--- src/rtl/hs_pulse_tx_multi.sv ---
// Multi-channel four-phase req/ack sender: per-channel pending capture, round-robin
// arbitration, ack synchroniser, overrun and ack-timeout reporting.
`timescale 1ns/1ps

// state   | meaning
// IDLE    | no transfer; grants the next pending channel once ack_s is low
// REQ     | req_out high, waiting for ack_s or the timeout
// RELEASE | req_out low, waiting for ack_s to return low
module hs_pulse_tx_multi #(
    parameter int N_CH        = 4,
    parameter int DATA_W      = 8,
    parameter int CH_W        = 2,
    parameter int SYNC_STAGES = 2,
    parameter int TIMEOUT     = 16
) (
    input  logic                     clk1,
    input  logic                     sys_rst,
    input  logic [N_CH-1:0]          pulse_in,
    input  logic [N_CH*DATA_W-1:0]   din,
    input  logic                     ack_in,
    input  logic                     clr_err,
    output logic                     req_out,
    output logic [DATA_W-1:0]        data_out,
    output logic [CH_W-1:0]          ch_out,
    output logic                     done_pulse,
    output logic [CH_W-1:0]          done_ch,
    output logic                     busy,
    output logic [N_CH-1:0]          overrun,
    output logic                     timeout_err,
    output logic [CH_W-1:0]          err_ch
);

    localparam logic [1:0] S_IDLE = 2'd0;
    localparam logic [1:0] S_REQ  = 2'd1;
    localparam logic [1:0] S_REL  = 2'd2;

    localparam int             CNT_W    = (TIMEOUT > 1) ? $clog2(TIMEOUT) : 1;
    localparam logic [CNT_W-1:0] CNT_LAST = CNT_W'((TIMEOUT > 0) ? TIMEOUT - 1 : 0);
    localparam logic [CH_W:0]  N_CH_X   = (CH_W+1)'(N_CH);

    logic [SYNC_STAGES-1:0] sync_q;
    logic                   ack_s;
    logic [1:0]             state_q, state_d;
    logic                   req_q, req_d;
    logic [CNT_W-1:0]       cnt_q, cnt_d;
    logic [N_CH-1:0]        pend_q;
    logic [DATA_W-1:0]      buf_q [N_CH];
    logic [DATA_W-1:0]      data_q;
    logic [CH_W-1:0]        ch_q;
    logic [CH_W-1:0]        rr_q;
    logic                   done_q;
    logic [CH_W-1:0]        done_ch_q;
    logic [N_CH-1:0]        ovr_q;
    logic                   to_err_q;
    logic [CH_W-1:0]        err_ch_q;

    logic                   grant_fire, done_set, to_set;
    logic [2*N_CH-1:0]      pend_dbl;
    logic [N_CH-1:0]        pend_rot;
    logic [CH_W-1:0]        gnt_off, gnt_idx, rr_nxt;
    logic [CH_W:0]          gnt_sum, rr_sum;
    logic [N_CH-1:0]        gnt_oh;

    assign ack_s = sync_q[SYNC_STAGES-1];

    // Rotate pending so bit 0 is the rr_q channel; the lowest set bit is the winner.
    assign pend_dbl = {pend_q, pend_q};
    assign pend_rot = N_CH'(pend_dbl >> rr_q);

    always_comb begin
        gnt_off = '0;
        for (int j = N_CH - 1; j >= 0; j--) begin
            if (pend_rot[j]) gnt_off = CH_W'(j);
        end
        gnt_sum = {1'b0, rr_q} + {1'b0, gnt_off};
        gnt_idx = (gnt_sum >= N_CH_X) ? CH_W'(gnt_sum - N_CH_X) : CH_W'(gnt_sum);
        rr_sum  = {1'b0, gnt_idx} + (CH_W+1)'(1);
        rr_nxt  = (rr_sum == N_CH_X) ? '0 : CH_W'(rr_sum);
    end

    always_comb begin
        state_d    = state_q;
        req_d      = req_q;
        cnt_d      = cnt_q;
        grant_fire = 1'b0;
        done_set   = 1'b0;
        to_set     = 1'b0;
        case (state_q)
            S_IDLE: begin
                if ((|pend_q) && !ack_s) begin
                    grant_fire = 1'b1;
                    req_d      = 1'b1;
                    cnt_d      = '0;
                    state_d    = S_REQ;
                end
            end
            S_REQ: begin
                cnt_d = cnt_q + 1'b1;
                if (ack_s) begin
                    req_d    = 1'b0;
                    done_set = 1'b1;
                    state_d  = S_REL;
                end else if ((TIMEOUT != 0) && (cnt_q == CNT_LAST)) begin
                    req_d   = 1'b0;
                    to_set  = 1'b1;
                    state_d = S_REL;
                end
            end
            S_REL: begin
                if (!ack_s) state_d = S_IDLE;
            end
            default: begin
                req_d   = 1'b0;
                state_d = S_IDLE;
            end
        endcase
    end

    always_comb begin
        gnt_oh = '0;
        for (int i = 0; i < N_CH; i++) begin
            gnt_oh[i] = grant_fire && (gnt_idx == CH_W'(i));
        end
    end

    always_ff @(posedge clk1) begin
        if (sys_rst) begin
            sync_q    <= '0;
            state_q   <= S_IDLE;
            req_q     <= 1'b0;
            cnt_q     <= '0;
            pend_q    <= '0;
            data_q    <= '0;
            ch_q      <= '0;
            rr_q      <= '0;
            done_q    <= 1'b0;
            done_ch_q <= '0;
            ovr_q     <= '0;
            to_err_q  <= 1'b0;
            err_ch_q  <= '0;
            for (int i = 0; i < N_CH; i++) buf_q[i] <= '0;
        end else begin
            sync_q  <= {sync_q[SYNC_STAGES-2:0], ack_in};
            state_q <= state_d;
            req_q   <= req_d;
            cnt_q   <= cnt_d;
            done_q  <= done_set;
            if (grant_fire) begin
                data_q <= buf_q[gnt_idx];
                ch_q   <= gnt_idx;
                rr_q   <= rr_nxt;
            end
            if (done_set) done_ch_q <= ch_q;
            // Clears come first so a same-edge set overrides them.
            if (clr_err) begin
                ovr_q    <= '0;
                to_err_q <= 1'b0;
            end
            if (to_set) begin
                to_err_q <= 1'b1;
                err_ch_q <= ch_q;
            end
            for (int i = 0; i < N_CH; i++) begin
                if (pulse_in[i]) begin
                    if (!pend_q[i] || gnt_oh[i]) begin
                        pend_q[i] <= 1'b1;
                        buf_q[i]  <= din[i*DATA_W +: DATA_W];
                    end else begin
                        ovr_q[i] <= 1'b1;
                    end
                end else if (gnt_oh[i]) begin
                    pend_q[i] <= 1'b0;
                end
            end
        end
    end

    assign req_out     = req_q;
    assign data_out    = data_q;
    assign ch_out      = ch_q;
    assign done_pulse  = done_q;
    assign done_ch     = done_ch_q;
    assign busy        = (state_q != S_IDLE) || (|pend_q);
    assign overrun     = ovr_q;
    assign timeout_err = to_err_q;
    assign err_ch      = err_ch_q;

endmodule
--- config.mk ---
export PLATFORM = sky130hd
export DESIGN_NAME = hs_pulse_tx_multi
export DESIGN_NICKNAME = d
export VERILOG_FILES = /design/src/rtl/hs_pulse_tx_multi.sv
export SDC_FILE = /design/constraint.sdc
export NUM_CORES = 1
export LEC_CHECK = 0
export CORE_UTILIZATION = 44
export DETAILED_ROUTE_END_ITERATION = 8
export PLACE_DENSITY = 0.81
export SLEW_MARGIN = 40
export SYNTH_ARGS = -nofsm -noshare
export SYNTH_HDL_FRONTEND = slang
export SYNTH_SLANG_ARGS = --single-unit
--- constraint.sdc ---
create_clock -name clk1 -period 7.65 [get_ports clk1]
set_clock_uncertainty 0.05 [all_clocks]
set_input_delay 2.295 -clock clk1 [delete_from_list [all_inputs] [get_ports clk1]]
set_output_delay 2.295 -clock clk1 [all_outputs]
set_load 0.02 [all_outputs]
== Word level (Yosys, flattened, before mapping) ==
Memories as Yosys holds them, arrays and structs flattened. A register that Yosys moved wholly into a read port is not among the register bits.
Index checks and enable logic that the tools add are counted.
W data, S select, Z words.

* RAM bits: 32
* Bits in registers: 27
* Memories kept: 1

* Equality and inequality tests: 14
* $lt $le $gt $ge: 1
* Add/subtract/negate cells: 4
* Reduce and logical (&&, ||, !) cells: 32
* Shift-type cells: 1
* Muxes and demuxes: 69
* Bitwise logic cells: 5

{| class="wikitable"
|+ Memories
! name !! words !! bits a word !! rd ports !! clocked after Yosys merged registers in !! write ports !! RTL line !! source
|-
| buf_q || 4 || 8 || 1 || 1 || 4 || 47 || <nowiki>logic [DATA_W-1:0] buf_q [N_CH];</nowiki>
|}

{| class="wikitable"
|+ Operators by type and width
! operator !! number
|-
| $mux W1 || 50
|-
| $mux W8 || 4
|-
| $mux W2 || 10
|-
| $reduce_bool A2 Y1 || 7
|-
| $reduce_and A2 Y1 || 5
|-
| $mux W4 || 2
|-
| $ne A2 B1 Y1 const B || 4
|-
| $pmux W4 S2 || 1
|-
| $shr A8 B2 Y4 || 1
|-
| $eq A2 B2 Y1 const B || 3
|-
| $pmux W2 S3 || 1
|-
| $reduce_and A3 Y1 || 2
|-
| $logic_and A1 B1 Y1 || 5
|-
| $logic_not A1 Y1 || 5
|-
| $logic_or A1 B1 Y1 || 5
|-
| $add A4 B1 Y4 const B || 1
|-
| $eq A2 B1 Y1 const B || 2
|-
| $eq A4 B4 Y1 const B || 1
|-
| $logic_not A2 Y1 || 2
|-
| $ne A2 B2 Y1 const B || 2
|-
| $or A1 B1 Y1 || 4
|-
| $reduce_or A4 Y1 || 1
|-
| $add A2 B1 Y3 const B || 1
|-
| $add A2 B2 Y3 || 1
|-
| 6 further kinds || 6
|}

== Longest topological paths before layout ==
Gate-level depths: netlist of the first run.

* Depth after elaboration: 16
* Mapped depth: 16

== Worst setup path before layout of the first run ==
No wires, ideal clock.

* Path type: reg2out
* Start: register pend_q[2]
* End: output port busy
* Stages on the path, launching flop included: 4
* Arrival: 1.452 ns
* Setup slack: 3.853 ns
* Data required time: 5.305 ns
* Path through: dfxtp_1 -> buf_2 -> or4_1 -> or3_1

* Cells in the longest elaborated chain, start to end: 2

{| class="wikitable"
|+ RTL lines
! item !! RTL line !! source
|-
| start: declaration || 46 || <nowiki>logic [N_CH-1:0] pend_q;</nowiki>
|-
| start signal: assignment || 132 || <nowiki>pend_q <= '0;</nowiki>
|-
| start signal: indexed assignment || 166 || <nowiki>pend_q[i] <= 1'b1;</nowiki>
|-
| start signal: indexed assignment || 172 || <nowiki>pend_q[i] <= 1'b0;</nowiki>
|-
| $reduce_or A4 Y1 || 183 || <nowiki>assign busy = (state_q != S_IDLE) || (|pend_q);</nowiki>
|-
| $logic_or A1 B1 Y1 || 183 ||
|-
| end: declaration || 27 || <nowiki>output logic busy,</nowiki>
|}

No other way between the ends.

== Final worst setup path of the first run ==
Ends and elaborated chain as after synthesis.

==> results.txt, run 1 <==
----------------------------------------------------
[Status]
  Outcome ... finished clean

[Route]
  DR vias ... roughly 2.3k
  First-pass iteration count of the detailed router ... 4
  Iteration-0 DRC count of the detailed router ... 193
  DR DRC count ... 0
  Drt total wl ... just over 6000 um
  Detailed-route vias per instance ... between 5 and 6
  ANT nets after route ... 0
  Routed wire length per instance ... 14.33 um

[Synth]
  Synthesized net count ... between 300 and 400
  Share of flip-flops with an asynchronous set or reset ... 0%
  Top cells by count, synth ... 35 x dfxtp_1, 32 x edfxtp_1, 29 x nor2_1
  Most area-consuming cells after synthesis ... edfxtp_1 32%, dfxtp_1 23%, mux2i_1 5.9%, and3_1 5.1%, nor2_1 3.6%
  Top cell type's share of synthesized area ... a little under a third
  Post-synth design cell area ... between 3000 and 4000 sq um
  Number of enable-type register cells in the synthesized netlist ... 32
  Count of different cell masters after synthesis ... 40
  Cell taking the most area after synthesis ... edfxtp_1
  Synth warn ... 0
  Synthesis-stage register bit count ... 67
  Library cell with the highest instance count after synthesis ... dfxtp_1
  Register area share after synthesis ... between 50% and 60%
  Post-synthesis average cell area ... 10.85 sq um
  Primary FF master, synth ... dfxtp_1
  Synth Instances ... approximately 280

[Timing]
  Highest Clock Rate ... 214.6 MHz
  Setup TNS ... 0 ns
  Final critical-path required period ... roughly 4.7 ns
  Worst Max-Slew Pin Slew ... approximately 0.55 ns
  Rel. slew slack ... around 63%
  Max-slew violations ... 0
  # setup viols final ... 0
  Total count of hold-check failures in the final report ... 0
  RSZ-0062 raised after global routing ... no
  Fin Hold WS ... around 0.41 ns
  Share of the clock period used by the worst path after layout ... 60.91%

[Worst setup path]
  CP Cell Sequence ... or4_1 -> or3_1 -> clkdlybuf4s50_1
  Worst path arrival time ... roughly 2.3 ns
  Worst reg2reg startpoint ... pend_q[3]
  Critical path peak fanout ... 11
  CP Capture Type ... primary output
  Crit Path Class ... flip-flop to primary output
  Worst setup path startpoint ... pend_q[2]
  CP Launch Type ... flip-flop
  Dominant delay contributor by cell family on the critical path ... simple AND/OR/NAND/NOR gates
  Stages on the worst setup path ... 3
  R2R cell count ... 14
  Required time of the critical path ... around 5.3 ns
  Crit path max-delay cell type ... or4_1
  Largest incremental delay on the critical path ... around 0.66 ns
  Total buffers and inverters traversed by the critical path ... 1

[Pwr]
  Power consumption ... 1.277 mW
  Net switching component of the power ... around 420 uW
  VDD IR-drop max ... 0.1943 mV
  Sequential cell fraction of total power ... a little under two fifths
  P_leak ... around 1.6 nW
  Cell-internal power ... between 800 and 900 uW
  Switching part of the total ... about a third
  Power per cell area ... 327.3 nW/um^2
  Clock share of power ... 24.2%
  Share of power burned in combinational logic ... approximately 39%

[Floorplanning]
  Overall die width ... 85.23 um
  Chip height ... ~85 um
  Number of placement rows ... 29
  Std-Cell Core Area ... 6531 sq um
  Die area ... a little over 7000 sq um
  Boundary Pins ... 62
  Initial Utilization ... between 40% and 50%

[CTS]
  Maximum clock insertion buffer count ... 2
  Number of setup buffers added after CTS ... 0
  Clock Pin Slew Worst Setup and Hold Paths ... 0.07 ns
  Hold buffers post-CTS ... 0
  TritonCTS Buffers ... 9
  Skew-Pair Late Insertion Delay ... roughly 0.34 ns
  Root Buffer Master ... clkbuf_8
  H-tree depth ... 3
  Clock Sink Count ... between 60 and 70
  Cts repair resizes ... 0
  Clock tree from TritonCTS ... built

[GRT]
  Residual overflow from global routing ... 0
  Initial antenna violation count ... 0
  Largest net degree at the start of global routing ... 45
  All-layer global routing usage ... between 15 and 20%
  Global-route wire length before repair ... 9922 um
  Via count of the first global-routing pass ... 2,117

[Finish]
  Synthesis-to-finish area growth ... 28.04%
  Layout cells sized above 1 ... 9.855%
  Final-stage net count ... 384
  Number of antenna repair diodes ... 0
  Count of fill cells added during filler insertion ... approximately 530

[Hold path]
  Hold Startpoint ... sync_q[0]
  Worst hold path class ... flip-flop to flip-flop
  Number of cells traversed by the worst hold path ... 1

[Placed design]
  Gp weighted congestion ... just over 0.8
  Number of buffers added on ports ... 61
  HPWL Detailed ... approximately 4500 um

[Flow run]
  Total of max-cap violations ... 0

----------------------------------------------------
## metal layers
layer	wire length, um	vias up	part of all wire (%)	track usage, %
met2	2965	61	49	28.23
met1	2641	1067	44	23.32
met3	344	8	5.7	4.961
met4	98	0	1.6	7.396
met5	0	-	0	0
li1	-	1136	-	-
## cells in the final DEF (no fill, tap or decap), types with 2 or more instances in the layout
| master | instances |
|---|---|
| or4_1 | 2 |
| a21o_1 | 3 |
| o21ai_0 | 6 |
| nor2_1 | 29 |
| nand2b_1 | 12 |
| o21ai_2 | 8 |
| clkdlybuf4s50_1 | 61 |
| edfxtp_1 | 32 |
| bufinv_16 | 2 |
| o32ai_1 | 2 |
| dfxtp_1 | 35 |
| and2_1 | 8 |
| ha_1 | 3 |
| or2_2 | 2 |
| a21oi_1 | 18 |
| o211ai_1 | 4 |
| nand3b_1 | 10 |
| or3_1 | 2 |
| nor2b_1 | 4 |
| mux2i_1 | 18 |
| nand2_1 | 11 |
| mux2_4 | 6 |
| mux2_2 | 2 |
| clkbuf_8 | 9 |
| and3_1 | 25 |
| clkinv_1 | 2 |
| nand3_1 | 6 |
| inv_1 | 5 |
| a211oi_1 | 2 |
## logic make-up (layout without fill, tap and decap cells)
family / count (synthesis) / count (layout) / synth area share, %
and+or+nand+nor: 112 / 112 / 19.91
DFF: 67 / 67 / 54.52
AOI/OAI and AO/OA: 50 / 50 / 10.71
muxes: 26 / 26 / 9.606
buffers and inverters: 20 / 84 / 3.038
adders and majority gates: 4 / 4 / 1.642
xor gates and xnor gates: 2 / 2 / 0.5748
## power groups by stage
stage | registers [mW] | clock network [mW] | logic (mW)
2_1_floorplan | 0.497 | 0 | 0.355
3_3_place_gp | 0.480 | 0 | 0.484
3_5_place_dp | 0.484 | 0 | 0.492
4_1_cts | 0.476 | 0.316 | 0.495
5_1_grt | 0.484 | 0.331 | 0.535
6_report | 0.475 | 0.310 | 0.492
## worst reg2reg max path, cell delays in order, from the launching register on
cell	delay, ns
dfxtp_1	0.48
inv_1	0.13
o311ai_0	0.30
o21ai_0	0.14
nand3_1	0.13
ha_2	0.18
xnor2_1	0.13
xor2_1	0.15
inv_2	0.32
ha_1	0.22
inv_1	0.04
o21a_1	0.20
nand2b_1	0.18
nor2_1	0.36
and2_1	0.20
## layout make-up
cell class                 instances  area, sq um  area share (%)
sequential                        67         1662           42.58
multi-input combinational        194         1296           33.22
timing repair buffer              62        618.1           15.84
clock buffer                      10        127.6           3.270
tap                               77        96.34           2.469
clock inverter                     6        80.08           2.052
inverter                           6        22.52          0.5771
## flip-flops by register name, indices dropped and copies added, names as in the netlist, 4 cells and up
signal,flops
buf_q,32
data_out,8
cnt_q,4
overrun,4
pend_q,4
## stage by stage
step | instance area (sq um) | setup slack (ns) | util [%] | instances
after floorplan | 3048 | 3.853 | - | 281
after global placement | 3692 | 3.405 | 56.53 | 406
after detailed placement | 3695 | 3.346 | 56.57 | 406
after CTS | 3902 | 2.969 | 59.75 | 422
after global routing | 3902 | 2.909 | 59.75 | 422
final | 3902 | 2.990 | 59.75 | 422
## final timing paths
path / end / slack [ns]
worst max-delay path: busy / 2.99
worst max register to register: buf_q[1][5] / 4.32
worst min register to register: sync_q[1] / 0.41
worst min-delay path: sync_q[1] / 0.41
Note: power is estimated with default switching activity, not from simulation.
==> run 2, diff against run 1 <==
--- a/config.mk
+++ b/config.mk
@@ -7,7 +7,7 @@
 export LEC_CHECK = 0
 export CORE_UTILIZATION = 44
 export DETAILED_ROUTE_END_ITERATION = 8
-export PLACE_DENSITY = 0.81
+export PLACE_DENSITY = 0.84
 export SLEW_MARGIN = 40
 export SYNTH_ARGS = -nofsm -noshare
 export SYNTH_HDL_FRONTEND = slang
==> constraint.sdc (replaced) <==
create_clock -name clk1 -period 4 [get_ports clk1]
set_clock_uncertainty 0.05 [all_clocks]
set_input_delay 1.2 -clock clk1 [delete_from_list [all_inputs] [get_ports clk1]]
set_output_delay 1.2 -clock clk1 [all_outputs]
set_load 0.02 [all_outputs]
==> results.txt, run 2 (synthesis results as in run 1) <==
----------------------------------------------------
[Floorplanning]
  Boundary Pins ... 62 (unchanged)
  Chip height ... 85.23 um (unchanged)
  Number of placement rows ... 29 (unchanged)
  Std-Cell Core Area ... 6531 sq um (unchanged)
  Initial Utilization ... 46.67% (unchanged)
  Die area ... 7264 sq um (unchanged)
  Overall die width ... 85.23 um (unchanged)

[Worst setup path]
  Crit Path Class ... flip-flop to primary output
  Crit path max-delay cell type ... or4_1
  CP Launch Type ... flip-flop
  R2R cell count ... 14 (unchanged)
  Dominant delay contributor by cell family on the critical path ... simple AND/OR/NAND/NOR gates
  Worst reg2reg startpoint ... pend_q[3]
  Total buffers and inverters traversed by the critical path ... 1 (unchanged)
  Required time of the critical path ... 2.75 ns (-2.56 ns)
  Critical path peak fanout ... 11 (unchanged)
  Worst path arrival time ... 2.31 ns (about the same)
  CP Cell Sequence ... or4_1 -> or3_1 -> clkdlybuf4s50_1
  Largest incremental delay on the critical path ... 0.67 ns (about the same)
  CP Capture Type ... primary output
  Worst R2R Setup Slack ... 0.72 ns (-3.60 ns)
  Worst reg2reg path endpoint ... buf_q[1][7]

[Finish]
  Most common library cell in the layout ignoring fill and taps ... clkdlybuf4s50_1
  Synthesis-to-finish area growth ... 27.83%
  Flip-flop count of the largest register, all copies and words added ... 32 (unchanged)
  Largest reg by FF count ... buf_q
  Layout cells sized above 1 ... 10.12% (+0.26 points)
  Count of fill cells added during filler insertion ... 545 (+2.1%)
  Final-stage net count ... 385 (+0.26%)
  Commonest cells after routing, fill and taps aside ... 61 x clkdlybuf4s50_1, 35 x dfxtp_1, 32 x edfxtp_1
  Number of antenna repair diodes ... 0 (unchanged)
  Finished Cell Area ... 3896 sq um (-0.16%)

[Route]
  DR vias ... 2,301 (+1.3%)
  First-pass iteration count of the detailed router ... 4 (unchanged)
  Routed wire length per instance ... 15.23 um (+6.2%)
  DR DRC count ... 0 (unchanged)
  Drt total wl ... 6441 um (+6.5%)
  Detailed-route vias per instance ... 5.440 (+1.0%)
  Iteration-0 DRC count of the detailed router ... 154 (-20%)
  ANT nets after route ... 0 (unchanged)

[Hold path]
  Hold Startpoint ... sync_q[0]
  Hold worst-path end ... sync_q[1]
  Number of cells traversed by the worst hold path ... 1 (unchanged)
  Worst hold path class ... flip-flop to flip-flop

[Pwr]
  Power per cell area ... 624.4 nW/um^2 (+91%)
  P_leak ... 1.593 nW (+0.12%)
  VDD IR-drop max ... 0.3260 mV (+68%)

[CTS]
  Cts repair resizes ... 0 (unchanged)
  Clock Pin Slew Worst Setup and Hold Paths ... 0.07 ns (about the same)
  Skew-Pair Late Insertion Delay ... 0.34 ns (about the same)
  Number of setup buffers added after CTS ... 0 (unchanged)
  Hold buffers post-CTS ... 0 (unchanged)
  H-tree depth ... 3 (unchanged)
  Clock Sink Count ... 67 (unchanged)
  Root Buffer Master ... clkbuf_8
  Clock tree from TritonCTS ... built
  Maximum clock insertion buffer count ... 2 (unchanged)
  TritonCTS Buffers ... 9 (unchanged)

[Timing]
  Setup TNS ... 0 ns (unchanged)
  Share of the clock period used by the worst path after layout ... 88.95%
  Highest Clock Rate ... about 280 MHz
  Final critical-path required period ... ~3.6 ns
  Total count of hold-check failures in the final report ... 0 (unchanged)
  # setup viols final ... 0 (unchanged)
  Worst Max-Slew Pin Slew ... 0.5602 ns (+0.01010 ns)
  Rel. slew slack ... 62.57% (-0.67 points)
  RSZ-0062 raised after global routing ... no
  Max-slew violations ... 0 (unchanged)

[Status]
  Outcome ... finished clean

[GRT]
  Via count of the first global-routing pass ... 2,205 (+4.2%)
  Largest net degree at the start of global routing ... 28 (-38%)
  Residual overflow from global routing ... 0 (unchanged)
  Global-route wire length before repair ... 10,600 um (+6.8%)
  Initial antenna violation count ... 0 (unchanged)
  All-layer global routing usage ... 19.26% (+1.4 points)

[Flow run]
  Total of max-cap violations ... 0 (unchanged)

[Placed design]
  Number of buffers added on ports ... 61 (unchanged)
  Post-detailed-placement cell area ... 3700 sq um (+0.14%)
  HPWL Detailed ... 4733 um (+5.9%)
  Gp weighted congestion ... 0.8045 (-3.2%)

----------------------------------------------------
run 2: final cells by class:
class,count,area (sq um),area share (%)
clock buffers,12,145.1,3.725
clock inverters,4,51.30,1.317
inverters,6,22.52,0.5780
multi-input cells,194,1294,33.20
flip-flops and latches,67,1662,42.65
well taps,77,96.34,2.473
repair buffers,63,625.6,16.06
run 2: stage by stage:
| step | power, mW | hold slack (ns) | setup slack (ns) | instances | util (%) |
|---|---|---|---|---|---|
| final | 2.433 | 0.4038 | 0.4421 | 423 | 59.66 |
| after global routing | 2.566 | 0.4137 | 0.3322 | 423 | 59.66 |
| after CTS | 2.443 | 0.4025 | 0.4366 | 423 | 59.66 |
| after detailed placement | 1.874 | 0.3868 | 0.7907 | 407 | 56.65 |
| after global placement | 1.843 | 0.3735 | 0.8504 | 407 | 56.65 |
| after floorplan | 1.630 | 0.3638 | 1.115 | 281 | - |
run 2: worst max-delay path by stage:
stage,from,endpoint,depth (start not counted)
floorplan,rr_q[0],buf_q[1][0],13
finish,pend_q[2],busy,3
detailed placement,pend_q[3],buf_q[1][6],14
CTS,pend_q[2],busy,3
global route,pend_q[2],busy,3
global placement,pend_q[2],busy,3
run 2: where the power goes:
part	switching (mW)	internal, mW	leakage [nW]	total [mW]
combinational	0.496	0.462	0.863	0.957
sequential	0.0770	0.834	0.633	0.911
clock	0.258	0.305	0.0966	0.564
run 2: routing by layer:
metal	wire length, um	GRT usage, %
met3	376	5.739
met5	0	0
met4	124	7.704
met1	2678	22.53
met2	3262	33.14
